### src/rtl/pi_math_seq.sv
// PI compensator sequencer: walks a shared external ALU through the PI update, one state per cycle.
// Optional build macro INTG_DECIM_EN: the integrator is only written on every fourth sequence.
module pi_math_seq (
  input  logic               clk,
  input  logic               rst,
  input  logic               go,
  input  logic [11:0]        Fwd,
  input  logic [11:0]        A2D_res,
  input  logic [15:0]        dst,
  output logic [2:0]         src1sel,
  output logic [2:0]         src0sel,
  output logic               multiply,
  output logic               sub,
  output logic               mult2,
  output logic               mult4,
  output logic               saturate,
  output logic signed [11:0] Error,
  output logic signed [11:0] Intgrl,
  output logic signed [11:0] Icomp,
  output logic [15:0]        Pcomp,
  output logic [15:0]        Accum,
  output logic               busy,
  output logic               done,
  output logic signed [11:0] drive
);

  typedef enum logic [2:0] {IDLE, ERR, INTG, ICMP, PCMP, ACC1, ACC2} state_t;

  state_t state;
  state_t nxt_state;
  logic   intg_wr;

  // Fwd and A2D_res are routed to the ALU directly; they only pass through this block's interface.
  logic unused_ins;
  assign unused_ins = ^{Fwd, A2D_res};

  always_ff @(posedge clk) begin
    if (rst) state <= IDLE;
    else     state <= nxt_state;
  end

  always_comb begin
    nxt_state = state;
    case (state)
      IDLE:    if (go) nxt_state = ERR;
      ERR:     nxt_state = INTG;
      INTG:    nxt_state = ICMP;
      ICMP:    nxt_state = PCMP;
      PCMP:    nxt_state = ACC1;
      ACC1:    nxt_state = ACC2;
      ACC2:    nxt_state = IDLE;
      default: nxt_state = IDLE;
    endcase
  end

  // ALU controls decode straight from the state register, so they change only on clock edges.
  always_comb begin
    src1sel  = 3'd0;
    src0sel  = 3'd0;
    multiply = 1'b0;
    sub      = 1'b0;
    mult2    = 1'b0;
    mult4    = 1'b0;
    saturate = 1'b0;
    busy     = (state != IDLE);
    case (state)
      ERR:  begin src1sel = 3'd4; src0sel = 3'd0; sub = 1'b1; saturate = 1'b1; end
      INTG: begin src1sel = 3'd3; src0sel = 3'd1; saturate = 1'b1; end
      ICMP: begin src1sel = 3'd1; src0sel = 3'd1; multiply = 1'b1; end
      PCMP: begin src1sel = 3'd2; src0sel = 3'd4; multiply = 1'b1; end
      ACC1: begin src1sel = 3'd4; src0sel = 3'd3; sub = 1'b1; saturate = 1'b1; end
      ACC2: begin src1sel = 3'd0; src0sel = 3'd2; saturate = 1'b1; end
      default: ;
    endcase
  end

`ifdef INTG_DECIM_EN
  logic [1:0] decim_cnt;

  always_ff @(posedge clk) begin
    if (rst)                decim_cnt <= 2'd0;
    else if (state == ACC2) decim_cnt <= decim_cnt + 2'd1;
  end

  assign intg_wr = (decim_cnt == 2'd3);
`else
  assign intg_wr = 1'b1;
`endif

  // Each operand register captures the ALU result as its own state is left.
  always_ff @(posedge clk) begin
    if (rst) begin
      Error  <= '0;
      Intgrl <= '0;
      Icomp  <= '0;
      Pcomp  <= '0;
      Accum  <= '0;
      drive  <= '0;
      done   <= 1'b0;
    end else begin
      done <= (state == ACC2);
      case (state)
        ERR:  Error <= dst[11:0];
        INTG: if (intg_wr) Intgrl <= dst[11:0];
        ICMP: Icomp <= dst[11:0];
        PCMP: Pcomp <= dst;
        ACC1: Accum <= dst;
        ACC2: drive <= dst[11:0];
        default: ;
      endcase
    end
  end

endmodule

### config.mk
export PLATFORM = sky130hd
export DESIGN_NAME = pi_math_seq
export DESIGN_NICKNAME = d
export VERILOG_FILES = /design/src/rtl/pi_math_seq.sv
export SDC_FILE = /design/constraint.sdc
export NUM_CORES = 1
export LEC_CHECK = 0
export BUFFER_PORTS_ARGS = -buffer_cell sky130_fd_sc_hd__buf_2
export CAP_MARGIN = 20
export CORE_ASPECT_RATIO = 1.25
export CORE_MARGIN = 5
export CORE_UTILIZATION = 52
export DETAILED_ROUTE_END_ITERATION = 16
export MAX_ROUTING_LAYER = met4
export PLACE_DENSITY = 0.85
export SLEW_MARGIN = 20
export SYNTH_ARGS = -nofsm -noshare
export SYNTH_HDL_FRONTEND = slang
export SYNTH_SLANG_ARGS = --single-unit
### constraint.sdc
create_clock -name clk -period 2.2 [get_ports clk]
set_clock_uncertainty 0.15 [all_clocks]
set_input_delay 0.33 -clock clk [delete_from_list [all_inputs] [get_ports clk]]
set_output_delay 0.33 -clock clk [all_outputs]
set_load 0.01 [all_outputs]
---- Word-level counts from Yosys, hierarchy flattened ----
Cells that the tools add are included.
cells by class
  add/subtract/negate cells ............... 0
  $mul .................................... 0
  div/mod/pow operators ................... 0
  $lt $le $gt $ge ......................... 0
  equality and inequality tests ........... 7
  shift-type cells ........................ 0
  mux-type cells .......................... 7
  bitwise logic cells ..................... 0
  reductions and logical operators ........ 6
operator list
  cell                                                                   count
  3-bit one-hot mux with 4 select lines                                  2
  3-bit one-hot mux with 6 select lines                                  1
  3-bit equality test, second input constant                             3
  3-bit by 2-bit equality test with 1-bit output, second input constant  2
  2-bit OR reduction                                                     3
  4-bit OR reduction                                                     1
  3-bit by 1-bit equality test with 1-bit output, second input constant  1
  3-bit logical NOT                                                      1
  1-bit two-way mux                                                      3
  3-bit two-way mux                                                      1
  3-bit nonzero test                                                     1
  2-bit != test, second input constant                                   1
word-level totals
  bits in registers ....................... 84
  latch bits .............................. 0
  memory bits (writable) .................. 0
  memory bits (read-only) ................. 0
  output and inout bits ................... 93
  word-level logic and storage cells ...... 28
  memories ................................ 0

---- Longest topological paths before layout ----
Gate-level depths: netlist (run 1).
  depth in word-level cells ............... 3
  depth in mapped cells ................... 5
  gate-level depth less buffers ........... 3

---- Worst setup path before layout (run 1) ----
OpenSTA, ideal clock, no wires.
  path kind ............................... reg-to-output
  from .................................... reg state[0]
  to ...................................... out src0sel[0]
  data arrival time ....................... 1.064 ns
  required time ........................... 1.720 ns
  setup slack ............................. 0.656 ns
  stages on the path, launching flop included .. 6
  path buffers ............................ 3
  cell sequence ........................... dfxtp_1 > buf_4 > nand3b_1 > buf_2 > buf_4 > nand2_1
between the ends
  word-level cells in the longest chain between the ends .. 3
ends and longest elaborated chain
  what                                            RTL line  source
  start: declaration                              29        state_t state;
  start signal: assignment                        39        else state <= nxt_state;
  3-bit by 2-bit equality test with 1-bit output  66        case (state)
  2-bit OR reduction (no line)                    n/a
  3-bit one-hot mux with 4 select lines (*)       66
  end: declaration                                11        output logic [2:0] src0sel,
Every way passes the cells marked *; elsewhere a longest branch is shown, timed or not.

---- Worst setup path in the final report (run 1) ----
  from .................................... reg state[1]
  to ...................................... out src0sel[2]
The elaborated chain is that of the path after synthesis.

==> results of run 1 <==
## cell usage after synthesis
library cell,number
nand2b_1,98
nand3b_1,3
conb_1,1
mux2i_1,80
inv_1,1
nor3_1,1
inv_2,1
dfxtp_1,84
buf_4,7
nor2_1,1
o21ba_2,1
nor2b_1,2
and2_1,1
and3b_1,1
a21oi_1,2
clkbuf_1,12
nand2_1,2
buf_2,4
buf_1,1
buf_6,2
or3b_1,3
clkbuf_2,1
a2111oi_0,1
or3_1,1
xor2_1,1
nor3b_1,1
## repair_timing
| action | in CTS | in global routing |
|---|---|---|
| hold buffers | 0 | 0 |
| setup endpoints to repair | 0 | 1 |
| resized for setup | 0 | 1 |
| hold endpoints to repair | 0 | 0 |
## logic make-up after synthesis
group	after synthesis	synth area share (%)
AOI/OAI and AO/OA	4	0.847
xor gates and xnor gates	1	0.258
muxes	80	23.6
DFF	84	49.5
buffers and inverters	29	4.60
other	1	0.110
and+or+nand+nor	114	21.2
## report_power, final
part	internal [W]	switching, W	total (W)
Combinational	0.000142	0.000158	0.000300
Clock	0.000556	0.000543	0.00110
Sequential	0.00156	0.0000327	0.00160
## routing by layer
metal	up-vias	share of wire [%]	global-route usage, %
met2	69	51	32.7
met3	8	4.9	3.32
met5	-	0	-
met4	0	1.3	7.29
li1	1225	-	-
met1	1174	42	23.2
## state kept, by name (all words and copies together) (netlist names)
register,flops
Icomp,12
Pcomp,16
done,1
state,3
drive,12
Error,12
Accum,16
Intgrl,12
## critical path, stage by stage, from the launching register on
cell and delay [ns]:
dfxtp_1 0.45, or3b_4 0.47, inv_2 0.16, buf_2 0.16
## path summary, 6_finish.rpt
| path | to | startpoint | depth (start not counted) | slack (ns) |
|---|---|---|---|---|
| worst max register to register | Error[5]$_SDFFE_PP0N_ | state[0]$_SDFFE_PP0P_ | 2 | 0.41 |
| worst min-delay path | Accum[14]$_SDFFE_PP0N_ | dst[14] | 3 | 0.11 |
| worst min register to register | Pcomp[6]$_SDFFE_PP0P_ | Pcomp[6]$_SDFFE_PP0P_ | 2 | 0.33 |
| worst max-delay path | src0sel[2] | state[1]$_SDFFE_PP0P_ | 3 | 0.13 |
## layout make-up
type,count,area [sq um]
clock inverter,6,62.6
fill,553,2290
tap,87,109
inverter,2,7.51
clock buffer,10,138
multi-input combinational,201,1570
timing repair buffer,118,626
sequential,84,1680
## per-stage QoR
| stage | cell area, sq um | utilization, % | total power, W |
|---|---|---|---|
| CTS | 4190 | 64.7 | 0.00302 |
| detailed placement | 3990 | 61.6 | 0.00193 |
| global placement | 3990 | 61.6 | 0.00193 |
| global route | 4200 | 64.7 | 0.00312 |
| floorplan | 3400 | - | 0.00183 |
| finish | 4200 | 64.7 | 0.00300 |
## layout by cell type, fill, tap and decap left out, types with 2 or more instances in the layout
cell,n
clkinv_2,3
nand3b_1,3
nand2b_1,98
buf_2,109
buf_4,8
clkbuf_8,10
dfxtp_1,84
a21oi_1,2
mux2i_1,80
or3b_1,2
nor2b_1,2
conb_1,2
nand2_1,2
==> impl_metrics.py, run 1 <==
metrics = {
    "yosys": {
        "synth_cell_type_count": 26,
        "synth.top_cell.area_share_pct": 49.5,
        "ys_ff_latch": 84,
        "ys_seq_area_share_pct": 49.5,
        "synth_area_per_cell_sq_um": 10.9,
        "syn_area_sq_um": 3400,
        "synth_area_leader_cell": "dfxtp_1",
        "synth_area_leaders": "dfxtp_1, mux2i_1, nand2b_1",
        "ys_warn_count": 0,
        "syn_inst": 313,
    },
    "timing": {
        "tightest_slew_ns": 0.718,
        "slew_headroom_pct": 52.2,
        "period_share_pct": 94.2,
        "worst_hold_slack_ns": 0.115,
        "hold_violations": 0,
        "finalSetupTns_ns": 0,
        "fmax_mhz": 482,
        "rsz0062_at_grt": "no",
        "fin_ws_ns": 0.127,
        "finalMaxSlewViolations": 0,
        "setup_viol": 0,
        "min_period_ns": 2.07,
    },
    "min_path": {
        "worst_hold_path_type": "in2reg",
    },
    "setup_path": {
        "cp.required_ns": 1.72,
        "end_kind": "primary output",
        "worst_ep_arrival_time_ns": 1.59,
        "start_kind": "flip-flop",
        "path_class": "reg2out",
        "path_max_fanout": 16,
    },
    "cts": {
        "cts_buffers": 9,
        "clock_latency_ns": 0.34,
        "postCtsSetupBuffers": 0,
        "cts_tree": "built",
        "cts_root_buffer": "clkbuf_8",
        "h-tree-depth": 3,
        "clk_pin_slew_ns": 0.08,
        "cts_buffer_depth": 2,
        "clkSinkCount": 84,
    },
    "cells_and_area": {
        "area_growth_pct": 23.4,
        "fin_cells": 508,
        "drive_gt1_share_pct": 32.8,
        "diodes": 0,
        "final_nets": 459,
    },
    "die": {
        "start_util_pct": 52.4,
        "fp.dieH_um": 100,
        "die_x_um": 82.3,
        "ios": 136,
        "fp.coreArea_sq_um": 6480,
        "rows": 33,
        "fp.dieArea_sq_um": 8260,
    },
    "routing": {
        "num_vias": 2476,
        "routedWlPerCell_um": 14.9,
        "drt_iter0_markers": 119,
        "dr.pass1.iters": 4,
        "drcViolationCount": 0,
        "wl_mm": 7.59,
        "vias_per_cell": 4.87,
        "antenna_left": 0,
    },
    "grt": {
        "grt_start_max_net_pins": 101,
        "antenna_found_initial": 0,
        "grt_pass1_wl_mm": 12.0,
        "grt_pass1_vias": 2483,
        "grt_usage_pct": 19.6,
        "grt-ovfl-total": 0,
    },
    "pwr": {
        "p_leak_nw": 2.29,
        "power.density_nw_per_um2": 714,
        "peakVddDrop_uv": 425,
    },
    "place": {
        "dpl.cell_count": 492,
        "dp_slack_ns": 0.413,
        "place_congestion": 0.744,
        "portBuffers": 109,
        "dp_hpwl_mm": 5.42,
    },
    "run_status": {
        "status": "complete, no violations",
    },
    "job": {
        "max-cap-violations": 0,
    },
}
Power figures use the tool's default switching activity.
==> run 2, diff against run 1 <==
clock period = 2.5 ns   (was 2.2 ns; I/O delays follow)
==> impl_metrics.py, run 2 (same netlist as run 1, synthesis figures left out) <==
metrics = {
    "die": {
        "fp.coreArea_sq_um": 6480,
        "rows": 33,
        "die_x_um": 82.3,
        "fp.dieH_um": 100,
        "start_util_pct": 52.4,
        "fp.dieArea_sq_um": 8260,
        "ios": 136,
    },
    "timing": {
        "period_share_pct": 90.7,
        "finalMaxSlewViolations": 0,
        "finalSetupTns_ns": 0,
        "rsz0062_at_grt": "no",
        "fmax_mhz": 441,
        "slew_headroom_pct": 49.7,
        "tightest_slew_ns": 0.754,
        "setup_viol": 0,
        "min_period_ns": 2.27,
        "hold_violations": 0,
    },
    "routing": {
        "wl_mm": 7.48,
        "num_vias": 2454,
        "antenna_left": 0,
        "routedWlPerCell_um": 14.8,
        "dr.pass1.iters": 4,
        "drt_iter0_markers": 69,
        "vias_per_cell": 4.85,
        "drcViolationCount": 0,
    },
    "cts": {
        "h-tree-depth": 3,
        "cts_root_buffer": "clkbuf_8",
        "clock_latency_ns": 0.33,
        "cts_buffers": 9,
        "cts_tree": "built",
        "clk_pin_slew_ns": 0.08,
        "clkSinkCount": 84,
        "postCtsSetupBuffers": 0,
        "cts_buffer_depth": 2,
        "postCtsResizedCells": 0,
        "cts-hold-fix-buffers": 0,
    },
    "grt": {
        "grt_start_max_net_pins": 52,
        "antenna_found_initial": 0,
        "grt-ovfl-total": 0,
        "grt_pass1_wl_mm": 12.0,
        "grt_pass1_vias": 2471,
        "grt_usage_pct": 19.5,
    },
    "pwr": {
        "p_leak_nw": 2.25,
        "peakVddDrop_uv": 385,
        "fin_total_pwr_w": 0.00251,
        "power.density_nw_per_um2": 604,
    },
    "cells_and_area": {
        "drive_gt1_share_pct": 31.7,
        "final_common_cell": "buf_2",
        "diodes": 0,
        "reg_top3": "Accum x16, Pcomp x16",
        "final_cell_mix": "buf_2, nand2b_1, dfxtp_1",
        "area_growth_pct": 22.0,
        "final_nets": 457,
    },
    "setup_path": {
        "end_kind": "primary output",
        "path_max_fanout": 14,
        "cp.required_ns": 1.98,
        "start_kind": "flip-flop",
        "path_class": "reg2out",
        "worst_ep_arrival_time_ns": 1.74,
    },
    "job": {
        "max-cap-violations": 0,
    },
    "min_path": {
        "worst_hold_path_type": "in2reg",
    },
    "place": {
        "place_congestion": 0.726,
        "dp_hpwl_mm": 5.41,
        "portBuffers": 109,
    },
    "run_status": {
        "status": "complete, no violations",
    },
}
-- run 2: cell types whose count changed in the layout (fill, tap and decap cells not counted), sizes merged --
cell      change
buf           -2
bufinv        -1
clkbuf        +2
clkinv        -2
inv           -1
clkinvlp      +2
-- run 2: through the flow --
| stage | std cells | setup WS [ns] | hold slack [ns] | instance area (sq um) | utilization [%] |
|---|---|---|---|---|---|
| 2_1_floorplan | 314 | 0.911 | 0.343 | 3400 | - |
| 3_3_place_gp | 490 | 0.617 | 0.305 | 3980 | 61.4 |
| 3_5_place_dp | 490 | 0.586 | 0.308 | 3980 | 61.4 |
| 4_1_cts | 506 | 0.217 | 0.155 | 4150 | 64.0 |
| 5_1_grt | 506 | 0.0853 | 0.165 | 4150 | 64.0 |
| 6_report | 506 | 0.233 | 0.168 | 4150 | 64.0 |
-- run 2: critical path: stages, from the launching register on --
cell and delay (ns):
dfxtp_1 0.55, or3b_1 0.51, inv_2 0.19, buf_2 0.16
-- run 2: final timing paths --
path	start	slack [ns]	endpoint	cells after the start
max	state[2]$_SDFFE_PP0P_	0.23	src0sel[2]	3
min	dst[15]	0.17	Accum[15]$_SDFFE_PP0N_	3
max reg2reg	state[0]$_SDFFE_PP0P_	0.68	Error[1]$_SDFFE_PP0N_	2
min reg2reg	Icomp[8]$_SDFFE_PP0N_	0.32	Icomp[8]$_SDFFE_PP0N_	2
-- run 2: area by class of cell --
cell class	instances	area, sq um
Fill cell	585	2330
Sequential cell	84	1680
Multi-Input combinational cell	201	1570
Timing Repair Buffer	116	611
Clock buffer	12	145
Tap cell	87	109
Clock inverter	4	25.0
Inverter	2	7.51
-- run 2: power by group --
group | switching (W) | internal, W
logic | 0.000137 | 0.000125
registers | 0.0000299 | 0.00138
clock network | 0.000454 | 0.000386
total | 0.000621 | 0.00189
-- run 2: layer usage --
metal	vias to the layer above	global-route usage (%)	routed length, um
met5	-	-	0
li1	1220	-	-
met3	8	3.68	385
met4	0	7.03	77
met2	67	30.8	3720
met1	1159	24.6	3300
